<file path="src/rtl/uart_wb_burst_bridge.sv">
// UART byte-stream to Wishbone burst bridge: decodes read/write burst frames from an rx byte
// stream, runs one unpipelined Wishbone cycle per word, and reports data plus a status byte on tx.
module uart_wb_burst_bridge #(
    parameter int unsigned DATA_WIDTH  = 32,
    parameter int unsigned ADDR_WIDTH  = 16,
    parameter logic [7:0]  CMD_READ    = 8'h77,
    parameter logic [7:0]  CMD_WRITE   = 8'hAA,
    parameter int unsigned ADDR_STEP   = 1,
    parameter int unsigned ACK_TIMEOUT = 255,
    parameter int unsigned RX_TIMEOUT  = 65535
) (
    input  logic                    clk,
    input  logic                    rst_n,
    input  logic [7:0]              rx_data,
    input  logic                    rx_valid,
    output logic [7:0]              tx_data,
    output logic                    tx_valid,
    input  logic                    tx_ready,
    output logic                    wb_cyc_o,
    output logic                    wb_stb_o,
    output logic                    wb_we_o,
    output logic [ADDR_WIDTH-1:0]   wb_adr_o,
    output logic [DATA_WIDTH-1:0]   wb_dat_o,
    output logic [DATA_WIDTH/8-1:0] wb_sel_o,
    input  logic [DATA_WIDTH-1:0]   wb_dat_i,
    input  logic                    wb_ack_i,
    input  logic                    wb_err_i,
    output logic                    busy
);

    localparam int unsigned DataBytes   = DATA_WIDTH / 8;
    localparam int unsigned AddrBytes   = ADDR_WIDTH / 8;
    localparam logic [2:0]  DataLast    = 3'(DataBytes - 1);
    localparam logic [2:0]  AddrLast    = 3'(AddrBytes - 1);
    localparam logic [31:0] AckLast     = 32'(ACK_TIMEOUT - 1);
    localparam logic [31:0] RxLast      = 32'(RX_TIMEOUT - 1);
    localparam logic [7:0]  StatOk      = 8'h00;
    localparam logic [7:0]  StatTimeout = 8'hE1;
    localparam logic [7:0]  StatErr     = 8'hE2;

    typedef enum logic [2:0] {
        StIdle,
        StAddr,
        StLen,
        StWdata,
        StWb,
        StTxData,
        StTxStat
    } state_e;

    state_e                  state_q;
    logic                    we_q;
    logic [ADDR_WIDTH-1:0]   addr_q;
    logic [7:0]              remain_q;
    logic [2:0]              byte_cnt_q;
    logic [DATA_WIDTH-1:0]   wr_shift_q;
    logic [DATA_WIDTH-1:0]   rd_shift_q;
    logic [DATA_WIDTH-1:0]   wb_dat_q;
    logic [31:0]             rx_tmr_q;
    logic [31:0]             ack_tmr_q;
    logic                    cyc_q;
    logic [DATA_WIDTH/8-1:0] sel_q;
    logic [7:0]              tx_data_q;
    logic                    tx_valid_q;

    logic [DATA_WIDTH-1:0]   wr_shift_next;
    logic [ADDR_WIDTH-1:0]   addr_shift_next;
    logic [ADDR_WIDTH-1:0]   addr_inc;
    logic                    rx_expired;
    logic                    is_cmd;

    // Bytes arrive LSB first, so each new byte enters at the top and slides down.
    assign wr_shift_next   = (wr_shift_q >> 8) | (DATA_WIDTH'(rx_data) << (DATA_WIDTH - 8));
    assign addr_shift_next = (addr_q >> 8) | (ADDR_WIDTH'(rx_data) << (ADDR_WIDTH - 8));
    assign addr_inc        = addr_q + ADDR_WIDTH'(ADDR_STEP);
    assign rx_expired      = (rx_tmr_q == RxLast);
    assign is_cmd          = (rx_data == CMD_READ) || (rx_data == CMD_WRITE);

    always_ff @(posedge clk) begin
        if (!rst_n) begin
            state_q    <= StIdle;
            we_q       <= 1'b0;
            addr_q     <= '0;
            remain_q   <= '0;
            byte_cnt_q <= '0;
            wr_shift_q <= '0;
            rd_shift_q <= '0;
            wb_dat_q   <= '0;
            rx_tmr_q   <= '0;
            ack_tmr_q  <= '0;
            cyc_q      <= 1'b0;
            sel_q      <= '0;
            tx_data_q  <= '0;
            tx_valid_q <= 1'b0;
        end else begin
            unique case (state_q)
                StIdle: begin
                    if (rx_valid && is_cmd) begin
                        we_q       <= (rx_data == CMD_WRITE);
                        byte_cnt_q <= '0;
                        rx_tmr_q   <= '0;
                        state_q    <= StAddr;
                    end
                end
                StAddr: begin
                    if (rx_valid) begin
                        addr_q   <= addr_shift_next;
                        rx_tmr_q <= '0;
                        if (byte_cnt_q == AddrLast) begin
                            byte_cnt_q <= '0;
                            state_q    <= StLen;
                        end else begin
                            byte_cnt_q <= byte_cnt_q + 3'd1;
                        end
                    end else if (rx_expired) begin
                        state_q <= StIdle;
                    end else begin
                        rx_tmr_q <= rx_tmr_q + 32'd1;
                    end
                end
                StLen: begin
                    if (rx_valid) begin
                        remain_q   <= rx_data;
                        rx_tmr_q   <= '0;
                        byte_cnt_q <= '0;
                        if (we_q) begin
                            state_q <= StWdata;
                        end else begin
                            cyc_q     <= 1'b1;
                            sel_q     <= '1;
                            ack_tmr_q <= '0;
                            state_q   <= StWb;
                        end
                    end else if (rx_expired) begin
                        state_q <= StIdle;
                    end else begin
                        rx_tmr_q <= rx_tmr_q + 32'd1;
                    end
                end
                StWdata: begin
                    if (rx_valid) begin
                        wr_shift_q <= wr_shift_next;
                        rx_tmr_q   <= '0;
                        if (byte_cnt_q == DataLast) begin
                            byte_cnt_q <= '0;
                            wb_dat_q   <= wr_shift_next;
                            cyc_q      <= 1'b1;
                            sel_q      <= '1;
                            ack_tmr_q  <= '0;
                            state_q    <= StWb;
                        end else begin
                            byte_cnt_q <= byte_cnt_q + 3'd1;
                        end
                    end else if (rx_expired) begin
                        state_q <= StIdle;
                    end else begin
                        rx_tmr_q <= rx_tmr_q + 32'd1;
                    end
                end
                StWb: begin
                    // err is tested first so it wins over a simultaneous ack.
                    if (wb_err_i) begin
                        cyc_q      <= 1'b0;
                        sel_q      <= '0;
                        tx_data_q  <= StatErr;
                        tx_valid_q <= 1'b1;
                        state_q    <= StTxStat;
                    end else if (wb_ack_i) begin
                        cyc_q  <= 1'b0;
                        sel_q  <= '0;
                        addr_q <= addr_inc;
                        if (!we_q) begin
                            tx_data_q  <= wb_dat_i[7:0];
                            rd_shift_q <= wb_dat_i >> 8;
                            tx_valid_q <= 1'b1;
                            byte_cnt_q <= '0;
                            state_q    <= StTxData;
                        end else if (remain_q == 8'd0) begin
                            tx_data_q  <= StatOk;
                            tx_valid_q <= 1'b1;
                            state_q    <= StTxStat;
                        end else begin
                            remain_q   <= remain_q - 8'd1;
                            byte_cnt_q <= '0;
                            rx_tmr_q   <= '0;
                            state_q    <= StWdata;
                        end
                    end else if (ack_tmr_q == AckLast) begin
                        cyc_q      <= 1'b0;
                        sel_q      <= '0;
                        tx_data_q  <= StatTimeout;
                        tx_valid_q <= 1'b1;
                        state_q    <= StTxStat;
                    end else begin
                        ack_tmr_q <= ack_tmr_q + 32'd1;
                    end
                end
                StTxData: begin
                    if (tx_ready) begin
                        if (byte_cnt_q == DataLast) begin
                            byte_cnt_q <= '0;
                            if (remain_q == 8'd0) begin
                                tx_data_q <= StatOk;
                                state_q   <= StTxStat;
                            end else begin
                                remain_q   <= remain_q - 8'd1;
                                tx_valid_q <= 1'b0;
                                cyc_q      <= 1'b1;
                                sel_q      <= '1;
                                ack_tmr_q  <= '0;
                                state_q    <= StWb;
                            end
                        end else begin
                            tx_data_q  <= rd_shift_q[7:0];
                            rd_shift_q <= rd_shift_q >> 8;
                            byte_cnt_q <= byte_cnt_q + 3'd1;
                        end
                    end
                end
                StTxStat: begin
                    if (tx_ready) begin
                        tx_valid_q <= 1'b0;
                        state_q    <= StIdle;
                    end
                end
                default: state_q <= StIdle;
            endcase
        end
    end

    assign wb_cyc_o = cyc_q;
    assign wb_stb_o = cyc_q;
    assign wb_we_o  = cyc_q & we_q;
    assign wb_adr_o = addr_q;
    assign wb_dat_o = wb_dat_q;
    assign wb_sel_o = sel_q;
    assign tx_data  = tx_data_q;
    assign tx_valid = tx_valid_q;
    assign busy     = (state_q != StIdle);

endmodule

</file>
<file path="config.mk">
export PLATFORM = sky130hd
export DESIGN_NAME = uart_wb_burst_bridge
export DESIGN_NICKNAME = d
export VERILOG_FILES = /design/src/rtl/uart_wb_burst_bridge.sv
export SDC_FILE = /design/constraint.sdc
export NUM_CORES = 1
export LEC_CHECK = 0
export CAP_MARGIN = 20
export CORE_MARGIN = 2
export CORE_UTILIZATION = 50
export CTS_CLUSTER_SIZE = 8
export DETAILED_ROUTE_END_ITERATION = 10
export HOLD_SLACK_MARGIN = 0.12
export PLACE_DENSITY = 0.77
export SYNTH_ARGS = -nofsm -noshare
export SYNTH_HDL_FRONTEND = slang
export SYNTH_SLANG_ARGS = --single-unit
</file>
<file path="constraint.sdc">
create_clock -name clk -period 2.32 [get_ports clk]
set_clock_uncertainty 0.15 [all_clocks]
set_input_delay 0.348 -clock clk [delete_from_list [all_inputs] [get_ports clk]]
set_output_delay 0.348 -clock clk [all_outputs]
set_load 0.005 [all_outputs]
</file>
### Word-level counts from Yosys, hierarchy flattened

Cells that the tools add are included.

* register bits after elaboration: 205
* bits of input ports: 46
* output and inout bits: 65

* add/sub/neg operators: 5
* equal/unequal tests: 36
* multiplexer cells: 106
* bitwise gates (word level): 3
* reductions and logical operators: 26

Operators by type and width (number)
* two-way mux 32 bit: 21
* one-hot mux 32 bit (4 select lines): 1
* two-way mux 8 bit: 14
* one-hot mux 32 bit (3 select lines): 1
* two-way mux 3 bit: 27
* adder 32 x 1 -> 32 bit, second input constant: 2
* one-hot mux 32 bit (2 select lines): 1
* two-way mux 16 bit: 3
* two-way mux 4 bit: 10
* != test 2 bit, second input constant: 18
* equality test 32 x 16 -> 1 bit, second input constant: 1
* equality test 32 x 8 -> 1 bit, second input constant: 1
* bitwise OR 24 x 32 -> 32 bit: 1
* one-hot mux 16 bit (2 select lines): 1
* AND reduction 7 bit: 4
* one-hot mux 8 bit (3 select lines): 1
* one-hot mux 3 bit (7 select lines): 1
* two-way mux 1 bit: 19
* one-hot mux 3 bit (6 select lines): 1
* AND reduction 9 bit: 2
* adder 16 x 1 -> 16 bit, second input constant: 1
* bitwise OR 8 x 16 -> 16 bit: 1
* one-hot mux 4 bit (4 select lines): 1
* one-hot mux 8 bit (2 select lines): 1
* 28 further kinds: 42

### Logic depth before layout (Yosys ltp)

Gate-level depths: netlist (run 1).

* word-level depth: 6
* gate-level depth with buffers: 11
* gate-level depth less buffers: 8

### Least setup slack after synthesis (run 1)

OpenSTA, ideal clock, no wires.

* path kind: reg-to-reg
* from: register remain_q[0]
* to: register byte_cnt_q[2]
* library setup time: 0.065 ns
* arrival: 2.295 ns
* path slack: -0.190 ns
* cell stages (with the launch flop): 10
* cells stage by stage: dfxtp_1 -> inv_1 -> ha_1 -> or4b_1 -> clkbuf_1 -> nor2_1 -> a21oi_1 -> o221ai_1 -> mux2_2 -> nor2_1

* cells in the longest elaborated chain, start to end: 3

Ends and longest elaborated chain
* start, declared: RTL line 54 `logic [7:0] remain_q;`
* start signal, assigned: RTL line 123 `remain_q <= rx_data;`
* start signal, assigned: RTL line 183 `remain_q <= remain_q - 8'd1;`
* start signal, assigned: RTL line 206 `remain_q <= remain_q - 8'd1;`
* logical NOT 8 bit: RTL line 178 `end else if (remain_q == 8'd0) begin`
* != test 3 bit (no line)
* AND reduction 9 bit (no line)
* end signal, assigned: RTL line 113 `byte_cnt_q <= byte_cnt_q + 3'd1;`
* end signal, assigned: RTL line 152 `byte_cnt_q <= byte_cnt_q + 3'd1;`
* end signal, assigned: RTL line 216 `byte_cnt_q <= byte_cnt_q + 3'd1;`
* end, declared: RTL line 55 `logic [2:0] byte_cnt_q;`

Every way passes these cells.
A chain may end at the register's enable or synchronous reset.

### Worst setup path in the final report (run 1)

* from: register ack_tmr_q[13]
* to: register tx_data_q[0] (netlist: tx_data[0])

* cells in the longest elaborated chain, start to end: 3

Ends and longest elaborated chain
* start, declared: RTL line 60 `logic [31:0] ack_tmr_q;`
* start signal, assigned: RTL line 195 `ack_tmr_q <= ack_tmr_q + 32'd1;`
* equality test 32 x 8 -> 1 bit: RTL line 188 `end else if (ack_tmr_q == AckLast) begin`
* != test 4 bit (no line)
* AND reduction 3 bit (no line)
* end signal, assigned: RTL line 191 `tx_data_q <= StatTimeout;`
* end signal, assigned: RTL line 203 `tx_data_q <= StatOk;`
* end signal, assigned: RTL line 214 `tx_data_q <= rd_shift_q[7:0];`
* end, declared: RTL line 63 `logic [7:0] tx_data_q;`

Every way passes these cells.

==> results.sh, run 1 <==
export IMPL_worst_r2r_endpoint="tx_data[0]"
export IMPL_nFillCells=1504
export IMPL_place_detailed_instances=1588
export IMPL_timing_critical_path_cells="nor4_2, nand4_1, nor4_4, buf_4, o31ai_4, buf_4, or2_2, a21oi_1"
export IMPL_dp_final_hpwl_mm=17.6
export IMPL_setup_total_negative_slack_ns=-0.214
export IMPL_hp_class="primary input to register"
export IMPL_synthesis_yosys_warnings=0
export IMPL_layout_setup_ws_ns=-0.0847
export IMPL_drtAntennaViolNets=0
export IMPL_layout_min_cycle_time_ns=2.40
export IMPL_crit_family="simple AND/OR/NAND/NOR gates"
export IMPL_power_density_nw_per_um2=675
export IMPL_worstSetupPathType="register to register"
export IMPL_path_depth=8
export IMPL_detailed_place_area_sq_um=11400
export IMPL_p_sw_frac=0.308
export IMPL_reg2regPathDepth=8
export IMPL_num_nets_final=1457
export IMPL_crit_path_start="ack_tmr_q[13]"
export IMPL_cells_after_synthesis=1203
export IMPL_final_instance_count_excl_fill=1643
export IMPL_cts_buffers=17
export IMPL_routed_via_count=9764
export IMPL_tritoncts_num_sinks=185
export IMPL_power_mw=8.55
export IMPL_final_hold_viol_count=0
export IMPL_routed_wirelength_mm=26.6
export IMPL_total_inserted_antenna_cells=0
export IMPL_number_of_different_library_cells_in_the_post_synthesis_netlist=72
export IMPL_worst_ir_drop_vdd_v=0.000576
export IMPL_syn_nets=1259
export IMPL_p_seq_frac=0.411
export IMPL_worst_ep_arrival_time_ns=2.62
export IMPL_grt_pass1_vias=8865
export IMPL_clk_latency_worst_skew_pair_ns=0.44
export IMPL_utilization=0.703
export IMPL_static_leakage_power_nw=4.41
export IMPL_timing_final_setup_violations=7
export IMPL_port_buffers=110
export IMPL_effective_utilization_at_floorplan=0.511
export IMPL_worst_path_max_fanout=5
export IMPL_hold_end="wr_shift_q[30]"
export IMPL_run_status="complete, but fails checks"
export IMPL_share_comb_of_total_power=0.242
export IMPL_design_core_area_sq_um=18000
export IMPL_synth_seq_cells=185
export IMPL_reg2reg_from="ack_tmr_q[13]"
export IMPL_post_drt_wl_per_cell_um=16.2
export IMPL_slew_headroom=0.543
export IMPL_power_switching_mw=2.64
export IMPL_dieWidth_um=140
export IMPL_synth_largest_area_cell="dfxtp_1"
export IMPL_h_tree_lvls=4
export IMPL_cpMostUsedCell="buf_4"
export IMPL_grt_max_degree=86
export IMPL_netlist_top_cells_count="nand2_1, dfxtp_1, a21oi_1, nor2_1, o21ai_0"
export IMPL_violations="negative setup slack"
export IMPL_netlist_top_cells_area="dfxtp_1, nand2_1, a21oi_1"
export IMPL_number_of_flops_mapped_to_enable_cells_by_yosys=0
export IMPL_io_pins=111
export IMPL_setup_reg_to_reg_worst_slack_ns=-0.08
export IMPL_grt_total_usage=0.258
export IMPL_routability_congestion_estimate_from_global_placement=0.926
export IMPL_synth_top_cell_area_share=0.402
export IMPL_layout_cell_area_non_filler_sq_um=12700
export IMPL_maxCapViolCount=0
export IMPL_grt_antenna_before_repair=0
export IMPL_clock_root_buffer="clkbuf_16"
export IMPL_cellInternalPower_mw=5.91
export IMPL_drt_vias_per_instance=5.94
export IMPL_worst_pin_slew_ns=0.686
export IMPL_synth_seq_area_share=0.402
export IMPL_hold_worst_slack_ns=0.189
export IMPL_ys_dominant_reg_cell="dfxtp_1"
export IMPL_syn_mean_instance_area_sq_um=7.66
export IMPL_path_clk_slew_ns=0.08
export IMPL_hold_path_depth=4
export IMPL_timing_critical_path_slowest_cell_delay_ns=0.35
export IMPL_timing_critical_path_from_type="register"
export IMPL_drt_iter0_markers=984
export IMPL_fp_dieH_um=140
export IMPL_slew_viol_final=0
export IMPL_globalRouteOverflowTotal=0
export IMPL_grt_setup_unrepaired="yes"
export IMPL_worstPathRequired_ns=2.53
export IMPL_cp_end_kind="register"
export IMPL_yosys_cell_count_top_type="nand2_1"
export IMPL_grt_first_pass_wirelength_mm=42.6
export IMPL_hp_start="rx_data[6]"
export IMPL_cell_area_synth_sq_um=9210
export IMPL_postSynth_asyncResetShare=0
export IMPL_cp_num_buf_inv=2
export IMPL_cts_buffer_depth=2
export IMPL_floorplan_die_area_sq_um=19500
export IMPL_cts_tree="done"
export IMPL_cts_hold_buf=0
export IMPL_post_placement_setup_slack_ns=-0.470
export IMPL_core_rowCount=49
export IMPL_achievable_frequency_mhz=416
export IMPL_drcViolationCount=0
export IMPL_area_growth_pct=37.5
export IMPL_drive_gt1_frac=0.194
export IMPL_final_min_period_over_clock_period=1.04
export IMPL_share_clk_of_total_power=0.348
export IMPL_drt_first_pass_iters=5
export IMPL_critical_path_slowest_cell="dfxtp_2"
power by group through the flow:
stage	combinational, mW	clock [mW]	sequential [mW]
after floorplan	0.877	0	3.53
after global placement	1.61	0	3.57
after detailed placement	1.64	0	3.57
after CTS	1.73	3.00	3.50
after global routing	2.22	3.14	3.53
final	2.07	2.97	3.51
layout make-up:
type | instances | area (sq um) | share of cell area
timing repair buffer | 264 | 2540 | 0.201
clock buffer | 17 | 425 | 0.0336
multi-input combinational | 912 | 5420 | 0.428
clock inverter | 15 | 198 | 0.0156
tap | 229 | 287 | 0.0226
inverter | 21 | 80.1 | 0.00632
sequential | 185 | 3710 | 0.293
worst min-delay path: stages:
cell            delay, ns
dlymetal6s2s_1       0.14
buf_4                0.15
nand2_1              0.05
a21oi_1              0.05
registers in the layout, indices dropped and copies added, names as in the netlist:
signal and count:
ack_tmr_q 32, rx_tmr_q 32, wb_dat_o 32, rd_shift_q 24, wr_shift_q 24, wb_adr_o 16
remain_q 8, tx_data 8, byte_cnt_q 3, state_q 3, tx_valid 1, wb_sel_o 1
we_q 1
metal layers:
metal  global-route usage  part of all wire  vias up
li1                     -                 -     4762
met1                0.341              0.43     4622
met2                0.435              0.49      326
met3               0.0351             0.051       54
met4               0.0905             0.024        0
met5                    0                 0        -
cells by family (layout without fill, tap and decap cells):
group / after synthesis / count (layout) / share of synthesized area
simple gates: 540 / 540 / 0.287
compound gates: 348 / 348 / 0.233
flops: 185 / 185 / 0.402
buf+inv: 106 / 317 / 0.0489
mux: 11 / 11 / 0.0126
fa+ha+maj: 10 / 10 / 0.0136
xor+xnor: 3 / 3 / 0.00285
how the worst max path moves through the flow:
stage	slack, ns	end
floorplan	0.01	rx_tmr_q[17]
global placement	-0.46	rx_tmr_q[10]
detailed placement	-0.47	rx_tmr_q[30]
CTS	-0.07	rx_tmr_q[17]
global route	-0.16	tx_data[0]
finish	-0.08	tx_data[0]
repair_timing:
item,4_1_cts,5_1_grt
setup buffers,8,15
pin swaps,16,36
cloned,1,5
hold endpoints to repair,0,0
setup endpoints to repair,55,84
resized for setup,23,73
cell usage in the layout, fill, tap and decap left out, types with 14 or more instances in the layout:
| cell type | synthesis | final |
|---|---|---|
| a21oi_1 | 156 | 145 |
| a311oi_1 | 19 | 19 |
| nor2_1 | 85 | 79 |
| or3_1 | 35 | 34 |
| buf_4 | 7 | 124 |
| or4_1 | 26 | 19 |
| nor3_1 | 16 | 14 |
| o31ai_1 | 27 | 22 |
| a22oi_1 | 14 | 14 |
| nand4_1 | 27 | 27 |
| clkdlybuf4s50_1 | 0 | 103 |
| inv_1 | 20 | 17 |
| and3_1 | 16 | 15 |
| o21ai_0 | 66 | 66 |
| dfxtp_1 | 185 | 176 |
| nand3_1 | 43 | 42 |
| nand2b_1 | 17 | 17 |
| clkbuf_16 | 0 | 21 |
| nand2_1 | 223 | 221 |
No activity file was read; power rests on OpenSTA's default activity.
==> inputs of run 2 (changes only) <==
--- a/config.mk
+++ b/config.mk
@@ -8,6 +8,7 @@
 export CAP_MARGIN = 20
 export CORE_MARGIN = 2
 export CORE_UTILIZATION = 50
+export CTS_BUF_LIST = sky130_fd_sc_hd__clkbuf_4 sky130_fd_sc_hd__clkbuf_8
 export CTS_CLUSTER_SIZE = 8
 export DETAILED_ROUTE_END_ITERATION = 10
 export HOLD_SLACK_MARGIN = 0.12
==> run 2 against run 1 <==
The run still ends with negative setup slack left; register-to-register slack gained 0.04 ns; first-iteration DRC count up 2.5%; setup slack improved by 0.041 ns; critical path depth up 1; critical path type unchanged; critical endpoint is now ack_tmr_q[20].
==> results.sh, run 2 (synthesis gave the netlist of run 1 again) <==
export IMPL_grt_antenna_before_repair=0
export IMPL_path_clk_slew_ns=0.11
export IMPL_num_nets_final=1455
export IMPL_reg2regPathDepth=9
export IMPL_grt_max_degree=86
export IMPL_grt_total_usage=0.257
export IMPL_clock_root_buffer="clkbuf_8"
export IMPL_cts_buffers=17
export IMPL_final_hold_viol_count=0
export IMPL_power_density_nw_per_um2=626
export IMPL_post_drt_wl_per_cell_um=16.2
export IMPL_port_buffers=110
export IMPL_tritoncts_num_sinks=185
export IMPL_cp_end_kind="register"
export IMPL_share_clk_of_total_power=0.289
export IMPL_p_seq_frac=0.449
export IMPL_cts_tree="done"
export IMPL_p_sw_frac=0.329
export IMPL_static_leakage_power_nw=4.26
export IMPL_worstPathRequired_ns=2.58
export IMPL_multiInputGateArea_sq_um=5470
export IMPL_h_tree_lvls=4
export IMPL_worst_pin_slew_ns=0.682
export IMPL_worstSetupPathType="register to register"
export IMPL_grt_pass1_vias=8812
export IMPL_routability_congestion_estimate_from_global_placement=0.926
export IMPL_floorplan_die_area_sq_um=19500
export IMPL_design_core_area_sq_um=18000
export IMPL_cellInternalPower_mw=5.25
export IMPL_slew_viol_final=0
export IMPL_run_status="complete, but fails checks"
export IMPL_hold_end="rd_shift_q[12]"
export IMPL_maxCapViolCount=0
export IMPL_cts_buffer_depth=2
export IMPL_layout_setup_ws_ns=-0.0432
export IMPL_timing_critical_path_from_type="register"
export IMPL_setup_reg_to_reg_worst_slack_ns=-0.04
export IMPL_share_comb_of_total_power=0.262
export IMPL_hp_class="primary input to register"
export IMPL_crit_path_start="remain_q[0]"
export IMPL_slew_headroom=0.545
export IMPL_dp_final_hpwl_mm=17.6
export IMPL_core_rowCount=49
export IMPL_drt_iter0_markers=1009
export IMPL_timing_final_setup_violations=4
export IMPL_effective_utilization_at_floorplan=0.511
export IMPL_globalRouteOverflowTotal=0
export IMPL_nFillCells=1524
export IMPL_ff_latch_area_sq_um=3720
export IMPL_post_placement_setup_slack_ns=-0.470
export IMPL_grt_setup_unrepaired="yes"
export IMPL_most_used_cells_in_the_layout_excluding_fill_and_tap_cells="nand2_1, dfxtp_1, a21oi_1"
export IMPL_utilization=0.693
export IMPL_total_inserted_antenna_cells=0
export IMPL_routed_via_count=9791
export IMPL_reg2reg_from="remain_q[0]"
export IMPL_layout_cells_most_common="nand2_1"
export IMPL_worst_ep_arrival_time_ns=2.63
export IMPL_area_growth_pct=35.6
export IMPL_drtAntennaViolNets=0
export IMPL_final_min_period_over_clock_period=1.02
export IMPL_worst_path_max_fanout=4
export IMPL_grt_first_pass_wirelength_mm=42.4
export IMPL_drt_first_pass_iters=8
export IMPL_layout_min_cycle_time_ns=2.36
export IMPL_hp_start="wb_dat_i[20]"
export IMPL_drt_vias_per_instance=5.97
export IMPL_violations="negative setup slack"
export IMPL_power_mw=7.82
export IMPL_power_switching_mw=2.57
export IMPL_cts_hold_buf=0
export IMPL_io_pins=111
export IMPL_clk_latency_worst_skew_pair_ns=0.47
export IMPL_fp_dieH_um=140
export IMPL_worst_r2r_endpoint="ack_tmr_q[20]"
export IMPL_achievable_frequency_mhz=423
export IMPL_hold_path_depth=3
export IMPL_dieWidth_um=140
export IMPL_drive_gt1_frac=0.203
export IMPL_drcViolationCount=0
export IMPL_worst_ir_drop_vdd_v=0.000449
export IMPL_routed_wirelength_mm=26.6
-- run 2: power by group through the flow --
stage	clock network, mW	registers (mW)	logic [mW]
finish	2.26	3.51	2.05
global route	2.42	3.53	2.19
CTS	2.27	3.50	1.83
floorplan	0	3.53	0.877
detailed placement	0	3.57	1.64
global placement	0	3.57	1.61
-- run 2: worst max-delay path by stage --
| stage | end | cells after the start | slack, ns |
|---|---|---|---|
| final | ack_tmr_q[20] | 9 | -0.04 |
| after global routing | rx_tmr_q[8] | 10 | -0.13 |
| after CTS | ack_tmr_q[31] | 11 | 0.0009 |
| after detailed placement | rx_tmr_q[30] | 8 | -0.47 |
| after global placement | rx_tmr_q[10] | 8 | -0.46 |
| after floorplan | rx_tmr_q[17] | 9 | 0.01 |
-- run 2: area by class of cell --
type / count / area share
clock buffers: 17 / 0.0187
well taps: 229 / 0.0229
repair buffers: 262 / 0.201
flip-flops and latches: 185 / 0.298
multi-input cells: 912 / 0.438
clock inverters: 15 / 0.0158
inverters: 21 / 0.00641
-- run 2: critical path, stage by stage (launching register included) --
cell and delay, ns:
dfxtp_2 0.36, inv_2 0.05, ha_4 0.15, or4b_4 0.20, buf_6 0.11, nor3_4 0.05, a211o_1 0.36, or3_4 0.40
or3_4 0.33, a21oi_1 0.14
-- run 2: stage by stage --
stage / hold WS, ns / instance area, sq um / setup TNS (ns) / std cells
finish: 0.285 / 12500 / -0.134 / 1641
global route: 0.280 / 12500 / -2.62 / 1641
CTS: 0.275 / 12000 / 0 / 1628
detailed placement: 0.296 / 11400 / -22.68 / 1588
global placement: 0.293 / 11400 / -21.23 / 1588
floorplan: 0.282 / 9280 / 0 / 1203
-- run 2: what timing repair did --
| action | CTS | global route |
|---|---|---|
| setup buffers | 7 | 13 |
| pin swaps | 15 | 40 |
| gates resized for setup | 34 | 94 |
| endpoints found under the setup margin | 43 | 79 |
| gates cloned | 2 | 3 |
-- run 2: per-layer routing --
metal  GRT usage  up-vias  wire (um)
met5           0        -          0
met4      0.0789        0        457
met3      0.0396       51       1530
met2       0.428      367      13100
met1       0.345     4630      11600
li1            -     4743          -
==> inputs of run 3 (changes only) <==
--- a/config.mk
+++ b/config.mk
@@ -12,7 +12,7 @@
 export CTS_CLUSTER_SIZE = 8
 export DETAILED_ROUTE_END_ITERATION = 10
 export HOLD_SLACK_MARGIN = 0.12
-export PLACE_DENSITY = 0.77
+export PLACE_DENSITY = 0.74
 export SYNTH_ARGS = -nofsm -noshare
 export SYNTH_HDL_FRONTEND = slang
 export SYNTH_SLANG_ARGS = --single-unit
==> constraint.sdc (replaced) <==
create_clock -name clk -period 2.85 [get_ports clk]
set_clock_uncertainty 0.15 [all_clocks]
set_input_delay 0.4275 -clock clk [delete_from_list [all_inputs] [get_ports clk]]
set_output_delay 0.4275 -clock clk [all_outputs]
set_load 0.005 [all_outputs]
==> run 3 against run 2 <==
The flow now finishes without violations; non-clock buffer count down 88; via count down 6.4%; first-iteration DRC count down 18%; register-to-register slack better by 0.19 ns; critical path type unchanged; largest power group unchanged.
==> results.sh, run 3 (synthesis gave the netlist of run 1 again) <==
export IMPL_floorplan_die_area_sq_um=19500
export IMPL_timing_critical_path_from_type="register"
export IMPL_tritoncts_num_sinks=185
export IMPL_path_clk_slew_ns=0.12
export IMPL_static_leakage_power_nw=3.67
export IMPL_post_drt_wl_per_cell_um=15.5
export IMPL_port_buffers=110
export IMPL_total_inserted_antenna_cells=0
export IMPL_worstPathRequired_ns=3.09
export IMPL_grt_met2_usage=0.394
export IMPL_clock_root_buffer="clkbuf_8"
export IMPL_globalRouteOverflowTotal=0
export IMPL_p_seq_frac=0.484
export IMPL_routed_wirelength_mm=24.0
export IMPL_grt_met3_usage=0.0427
export IMPL_dp_final_hpwl_mm=16.6
export IMPL_fp_dieH_um=140
export IMPL_final_hold_viol_count=0
export IMPL_core_rowCount=49
export IMPL_cellInternalPower_mw=3.97
export IMPL_share_clk_of_total_power=0.316
export IMPL_routability_congestion_estimate_from_global_placement=0.889
export IMPL_design_core_area_sq_um=18000
export IMPL_drt_vias_per_instance=5.90
export IMPL_worst_ir_drop_vdd_v=0.000327
export IMPL_cts_buffer_depth=2
export IMPL_layout_min_cycle_time_ns=2.70
export IMPL_hp_class="register to register"
export IMPL_post_cts_repair_setup_buffers=0
export IMPL_timing_final_setup_violations=0
export IMPL_achievable_frequency_mhz=370
export IMPL_grt_met1_usage=0.337
export IMPL_maxCapViolCount=0
export IMPL_power_density_nw_per_um2=526
export IMPL_multiInputGateArea_sq_um=5070
export IMPL_final_min_period_over_clock_period=0.948
export IMPL_reg2regPathDepth=9
export IMPL_timing_critical_path_cells="inv_1, ha_1, or4b_4, o211ai_1, nand2_1, o21ai_2, buf_12, nor2_1, a311oi_1"
export IMPL_slew_viol_final=0
export IMPL_grt_antenna_before_repair=0
export IMPL_power_switching_mw=1.93
export IMPL_drtAntennaViolNets=0
export IMPL_io_pins=111
export IMPL_cp_num_buf_inv=2
export IMPL_drt_iter0_markers=832
export IMPL_ff_latch_area_sq_um=3700
export IMPL_layout_setup_ws_ns=0.147
export IMPL_routed_via_count=9160
export IMPL_most_used_cells_in_the_layout_excluding_fill_and_tap_cells="nand2_1, dfxtp_1, a21oi_1"
export IMPL_cts_tree="done"
export IMPL_post_placement_setup_slack_ns=0.0245
export IMPL_share_comb_of_total_power=0.200
export IMPL_drive_gt1_frac=0.0929
export IMPL_drcViolationCount=0
export IMPL_slew_headroom=0.478
export IMPL_area_growth_pct=21.9
export IMPL_effective_utilization_at_floorplan=0.511
export IMPL_critical_path_slowest_cell="or4b_4"
export IMPL_nFillCells=1650
export IMPL_grt_total_usage=0.245
export IMPL_dieWidth_um=140
export IMPL_worst_pin_slew_ns=0.783
export IMPL_worstSetupPathType="register to register"
export IMPL_grt_busiest_layer="met2"
export IMPL_cp_end_kind="register"
export IMPL_cts_buffers=17
export IMPL_p_sw_frac=0.327
export IMPL_hold_path_depth=2
export IMPL_run_status="finished clean"
export IMPL_worst_ep_arrival_time_ns=2.94
export IMPL_path_depth=9
export IMPL_grt_first_pass_wirelength_mm=40.4
export IMPL_utilization=0.623
export IMPL_grt_max_degree=77
export IMPL_worst_path_max_fanout=41
export IMPL_num_nets_final=1367
export IMPL_clk_latency_worst_skew_pair_ns=0.49
export IMPL_grt_setup_unrepaired="yes"
export IMPL_h_tree_lvls=4
export IMPL_drt_first_pass_iters=6
export IMPL_grt_pass1_vias=8374
export IMPL_layout_cells_most_common="nand2_1"
export IMPL_crit_family="simple AND/OR/NAND/NOR gates"
export IMPL_timing_critical_path_slowest_cell_delay_ns=0.55
==> run 3: cell types whose count changed in the layout (fill, tap and decap cells not counted), moves of 10 or more <==
cell,previous run,this run
buf_4,119,59
dfxtp_2,12,1
o21ai_0,55,66
a21oi_2,14,1
a21oi_1,141,155
dfxtp_1,173,184
buf_6,18,0
o21ai_1,12,2
==> run 3: metal layers <==
metal	vias to the layer above	part of all wire
met1	4285	0.46
li1	4584	-
met5	-	0
met2	263	0.47
met4	0	0.015
met3	28	0.052
==> run 3: path summary, 6_finish.rpt <==
path | slack, ns | endpoint | start
max | 0.15 | rx_tmr_q[8] | remain_q[0]
min | 0.31 | wb_dat_o[12] | wb_dat_o[12]
max reg2reg | 0.15 | rx_tmr_q[8] | remain_q[0]
min reg2reg | 0.31 | wb_dat_o[12] | wb_dat_o[12]
==> run 3: power groups by stage <==
stage	clock (mW)	combinational (mW)	sequential [mW]
after floorplan	0	0.695	2.87
after global placement	0	1.15	2.91
after detailed placement	0	1.17	2.92
after CTS	1.90	1.18	2.86
after global routing	2.00	1.30	2.88
final	1.86	1.18	2.86
==> run 3: metrics by stage <==
stage | setup TNS, ns | instance area (sq um) | hold slack, ns | std cells | power, mW
after floorplan | 0 | 9210 | 0.282 | 1203 | 3.56
after global placement | 0 | 10800 | 0.292 | 1521 | 4.06
after detailed placement | 0 | 10800 | 0.293 | 1521 | 4.09
after CTS | 0 | 11200 | 0.309 | 1553 | 5.94
after global routing | -0.00962 | 11200 | 0.338 | 1553 | 6.18
final | 0 | 11200 | 0.310 | 1553 | 5.90
==> run 3: worst register-to-register path: cells and delay by family, from the launching register on <==
kind                     cells  cell delay, ns
AO/OA/AOI/OAI                3            0.70
flip-flops                   1            0.36
adder cells (fa/ha/maj)      1            0.22
AND/OR/NAND/NOR              3            0.86
buffers and inverters        2            0.34
==> run 3: what timing repair did <==
action	in CTS	in global routing
setup endpoints to repair	0	25
hold buffers	0	0
resized for setup	0	2
==> run 3: cell type report <==
cell class,instances,share of cell area
Clock buffer,17,0.0208
Multi-Input combinational cell,912,0.452
Sequential cell,185,0.330
Inverter,21,0.00713
Tap cell,229,0.0255
Timing Repair Buffer,174,0.146
Clock inverter,15,0.0186
